`src/rtl/mfp_ahb_gpio_arbiter.sv`:
```
// Two-requester AHB-Lite master front-end for the GPIO slave port.
// Each accepted request becomes one zero-wait single transfer
// (address phase, data phase, then a one-cycle done pulse to the owner).
// Contention is resolved round-robin; one transfer is in flight at a time.
module mfp_ahb_gpio_arbiter #(
  parameter int ADDR_W = 4,
  parameter int DATA_W = 32
) (
  input  logic              HCLK,
  input  logic              HRESETn,
  input  logic              req0,
  input  logic              wr0,
  input  logic [ADDR_W-1:0] addr0,
  input  logic [DATA_W-1:0] wdata0,
  output logic              done0,
  output logic [DATA_W-1:0] rdata0,
  input  logic              req1,
  input  logic              wr1,
  input  logic [ADDR_W-1:0] addr1,
  input  logic [DATA_W-1:0] wdata1,
  output logic              done1,
  output logic [DATA_W-1:0] rdata1,
  output logic              busy,
  output logic [1:0]        gnt,
  output logic              M_HSEL,
  output logic [ADDR_W-1:0] M_HADDR,
  output logic [1:0]        M_HTRANS,
  output logic              M_HWRITE,
  output logic [DATA_W-1:0] M_HWDATA,
  input  logic [DATA_W-1:0] M_HRDATA
);

  typedef enum logic [1:0] {IDLE, ADDR, DATA, RESP} state_t;

  state_t              state_q, state_d;
  logic                owner_q;
  logic                last_q;
  logic                wr_q;
  logic [ADDR_W-1:0]   addr_q;
  logic [DATA_W-1:0]   wdata_q;
  logic                any_req;
  logic                winner;

  // Round-robin pick: a lone requester wins; on contention the one not granted last wins.
  always_comb begin
    any_req = req0 | req1;
    winner  = (req0 && req1) ? ~last_q : req1;
  end

  // State register.
  always_ff @(posedge HCLK or negedge HRESETn) begin
    if (!HRESETn) state_q <= IDLE;
    else          state_q <= state_d;
  end

  // Latch the winner's transfer qualifiers and update the last-grant pointer.
  always_ff @(posedge HCLK or negedge HRESETn) begin
    if (!HRESETn) begin
      owner_q <= 1'b0;
      last_q  <= 1'b1;
      wr_q    <= 1'b0;
      addr_q  <= '0;
      wdata_q <= '0;
    end else if (state_q == IDLE && any_req) begin
      owner_q <= winner;
      last_q  <= winner;
      wr_q    <= winner ? wr1    : wr0;
      addr_q  <= winner ? addr1  : addr0;
      wdata_q <= winner ? wdata1 : wdata0;
    end
  end

  // Capture slave read data into the owner's rdata on the closing edge of the data phase.
  always_ff @(posedge HCLK or negedge HRESETn) begin
    if (!HRESETn) begin
      rdata0 <= '0;
      rdata1 <= '0;
    end else if (state_q == DATA && !wr_q) begin
      if (owner_q) rdata1 <= M_HRDATA;
      else         rdata0 <= M_HRDATA;
    end
  end

  // Next-state and bus/handshake outputs decoded from the current state.
  always_comb begin
    state_d  = state_q;
    busy     = (state_q != IDLE);
    gnt      = '0;
    M_HSEL   = 1'b0;
    M_HTRANS = 2'b00;
    M_HWRITE = 1'b0;
    done0    = 1'b0;
    done1    = 1'b0;
    if (state_q != IDLE) gnt = owner_q ? 2'b10 : 2'b01;
    case (state_q)
      IDLE: if (any_req) state_d = ADDR;
      ADDR: begin
        M_HSEL   = 1'b1;
        M_HTRANS = 2'b10;
        M_HWRITE = wr_q;
        state_d  = DATA;
      end
      DATA: state_d = RESP;
      RESP: begin
        done0   = ~owner_q;
        done1   = owner_q;
        state_d = IDLE;
      end
      default: state_d = IDLE;
    endcase
  end

  // Address is held through the data phase; write data is the latched value.
  assign M_HADDR  = addr_q;
  assign M_HWDATA = wdata_q;

endmodule

```
`config.mk`:
```
export PLATFORM = sky130hd
export DESIGN_NAME = mfp_ahb_gpio_arbiter
export DESIGN_NICKNAME = d
export VERILOG_FILES = /design/src/rtl/mfp_ahb_gpio_arbiter.sv
export SDC_FILE = /design/constraint.sdc
export NUM_CORES = 1
export LEC_CHECK = 0
export ABC_AREA = 1
export CORE_ASPECT_RATIO = 0.8
export CORE_MARGIN = 5
export CORE_UTILIZATION = 38
export DETAILED_ROUTE_END_ITERATION = 16
export MAX_ROUTING_LAYER = met4
export PLACE_DENSITY = 0.8
export SYNTH_ARGS = -nofsm -noshare
export SYNTH_HDL_FRONTEND = slang
export SYNTH_SLANG_ARGS = --single-unit
```
`constraint.sdc`:
```
create_clock -name HCLK -period 1.3 [get_ports HCLK]
set_input_delay 0.195 -clock HCLK [delete_from_list [all_inputs] [get_ports HCLK]]
set_output_delay 0.195 -clock HCLK [all_outputs]
set_load 0.005 [all_outputs]
```
==> qor.txt <==
GR Util All Layers -> 0.201
worst-skew pair later-pin latency -> 0.34 ns
outcome -> finished with violations
Die X -> 135 um
H-tree depth -> 3
Ys Warns -> 0
die area -> 0.0149 mm2
Setup TNS -> -21.23 ns
maximum vdd drop -> 844 uV
total I/O pin count -> 219
HP Class -> input pin to async pin
# clock sinks -> 105
largest net degree at the start of global routing -> 53
clock power share -> 0.161
sequential fraction of the synthesis area -> 0.550
Core Region -> 0.0123 mm2
WL per Instance -> 14.7 um
initial core utilization -> 0.390
Mapped Nets -> 707
Leak -> 4.33 nW
Setup-failing EPs final -> 113
crit path max fanout -> 10
unrepaired setup endpoints after global routing -> yes
post-route ant nets -> 0
Clock transition at path regs -> 0.07 ns
DRT Wirelength -> 15000 um
sequential share of power -> 0.342
Net Sw Power -> 6.02 mW
hpwl dp -> 10400 um
IO buf count -> 217
Clock Path Buffers -> 2
Register Area -> 0.00263 mm2
Tmin final -> 1.54 ns
Multi-input gate area -> 0.00164 mm2
grt ovf -> 0
arrival time at the worst endpoint -> 1.77 ns
Final period util -> 1.19
# DRC -> 0
switching power share of the total -> 0.354
CTS tree -> yes
GPL Wtd Cong -> 0.795
CP Capture Type -> flop
Nets -> 957
initial antenna violation count -> 0
synthesized flop and latch total -> 105
vias in the first global route -> 4627
Clk Tree Root Cell -> clkbuf_16
mean post-synth cell area -> 8.07 um2
Int Power -> 11.0 mW
vias per cell -> 4.62
max cap viols -> 0
failing checks -> negative setup slack
area grow syn2layout -> 67.4%
Num CTS Buffers -> 9
fill count -> 1071
Final Max Slew Viols -> 0
Site Rows -> 36
layout cell share with drive strength beyond 1 -> 0.134
Netlist cell types -> 18
Setup Crit Path Kind -> flop to flop
Fmax achieved -> 649 MHz
final hold vios -> 0
CP required -> 1.53 ns
First DRT Iteration DRCs -> 243
Clock Skew -> 0.00511 ns
Startpoint Class -> flop
worst setup margin -> -0.242 ns
Post-Syn Area -> 0.00478 mm2
n_diodes -> 0
Tot Pwr -> 17.0 mW
via count -> 4695
pre-CTS setup slack -> -0.207 ns
number of detailed-route iterations in the first pass -> 4
combinational power share -> 0.498
Post-Syn Instances -> 592
Die Y-Extent -> 110 um
pwr dens -> 2130 mW/mm2
first-pass GRT wire length -> 23100 um
synth_stat cells:
cell,n,area [um2]
nor2_2,1,6.26
buf_6,6,67.6
inv_1,113,424
nand3_2,2,20.0
buf_4,2,15.0
nand2_1,182,683
nor2_1,3,11.3
nand2_2,1,6.26
o21ai_0,68,340
ha_1,5,62.6
dfstp_2,1,26.3
dfrtp_1,104,2600
conb_1,1,3.75
inv_2,2,7.51
nand3_1,75,375
clkbuf_1,10,37.5
buf_2,15,75.1
nor2_4,1,11.3
final cells by class:
class | count | area share
Tap cell | 171 | 0.0268
Inverter | 115 | 0.0559
Clock buffer | 9 | 0.0282
Sequential cell | 105 | 0.329
Clock inverter | 6 | 0.00939
Timing Repair Buffer | 272 | 0.346
Multi-Input combinational cell | 339 | 0.205
worst paths after layout:
path	startpoint	end	slack, ns	depth (start not counted)
max	state_q[0]	M_HWDATA[4]	-0.24	10
min	HRESETn	M_HWDATA[17]	0.23	2
max reg2reg	state_q[0]	M_HWDATA[4]	-0.24	10
min reg2reg	last_q	last_q	0.47	2
max in group asynchronous	HRESETn	last_q	0.55	3
min in group HCLK	M_HRDATA[29]	rdata1[29]	0.42	3
cells in the final DEF, fill, tap and decap left out, drive strengths merged, types with 2 or more instances in the layout:
cell type / n
buf: 59
clkbuf: 13
clkdlybuf4s50: 108
clkinv: 2
dfrtp: 104
dlygate4sd2: 100
ha: 5
inv: 117
nand2: 183
nand3: 77
nor2: 5
o21ai: 68
cells by family (layout without fill, tap and decap cells):
group,count (synthesis),count (layout),synth area share
adder cells (fa/ha/maj),5,5,0.0131
buffers and inverters,148,402,0.131
AND/OR/NAND/NOR,265,265,0.233
AO/OA/AOI/OAI,68,68,0.0713
other,1,1,0.000785
flip-flops,105,105,0.550
power by group through the flow:
stage | combinational (mW) | clock (mW) | sequential, mW
after CTS | 8.01 | 2.82 | 5.79
final | 8.46 | 2.73 | 5.81
after floorplan | 2.88 | 0 | 5.96
after detailed placement | 7.95 | 0 | 5.88
after global routing | 9.31 | 2.96 | 6.03
after global placement | 7.75 | 0 | 5.83
metal layers:
metal,GRT usage,wire [um],share of wire,vias to the layer above
li1,-,-,-,2292
met1,0.258,6580,0.44,2231
met2,0.326,7290,0.49,146
met3,0.0417,728,0.049,26
met4,0.0597,361,0.024,0
met5,-,0,0,-
registers in the layout (all words and copies together), names as in the netlist:
| register | count |
|---|---|
| rdata0 | 32 |
| M_HWDATA | 32 |
| M_HADDR | 4 |
| last_q | 1 |
| state_q | 2 |
| wr_q | 1 |
| owner_q | 1 |
| rdata1 | 32 |
critical path, stage by stage, from the launching register on:
cell       delay, ns
dfrtp_1         0.44
buf_6           0.15
inv_6           0.05
ha_4            0.17
inv_4           0.05
nor2_4          0.10
buf_6           0.13
inv_8           0.06
clkbuf_16       0.16
nand2_1         0.06
nand2_1         0.05
stage by stage:
| stage | cell area (um2) | hold slack, ns | std cells | util |
|---|---|---|---|---|
| finish | 8000 | 0.235 | 1017 | 0.653 |
| global route | 8000 | 0.233 | 1017 | 0.653 |
| CTS | 7830 | 0.219 | 1012 | 0.639 |
| detailed placement | 7290 | 0.0428 | 969 | 0.595 |
| global placement | 7290 | 0.0411 | 969 | 0.595 |
| floorplan | 4790 | -0.101 | 592 | - |
repair_timing:
action	in CTS	in global routing
endpoints found under the setup margin	211	113
setup buffers	24	1
gates cloned	3	4
pin swaps	8	3
endpoints found under the hold margin	104	0
hold buffers	1	0
gates resized for setup	174	24
Note: power is estimated with default switching activity, not from simulation.
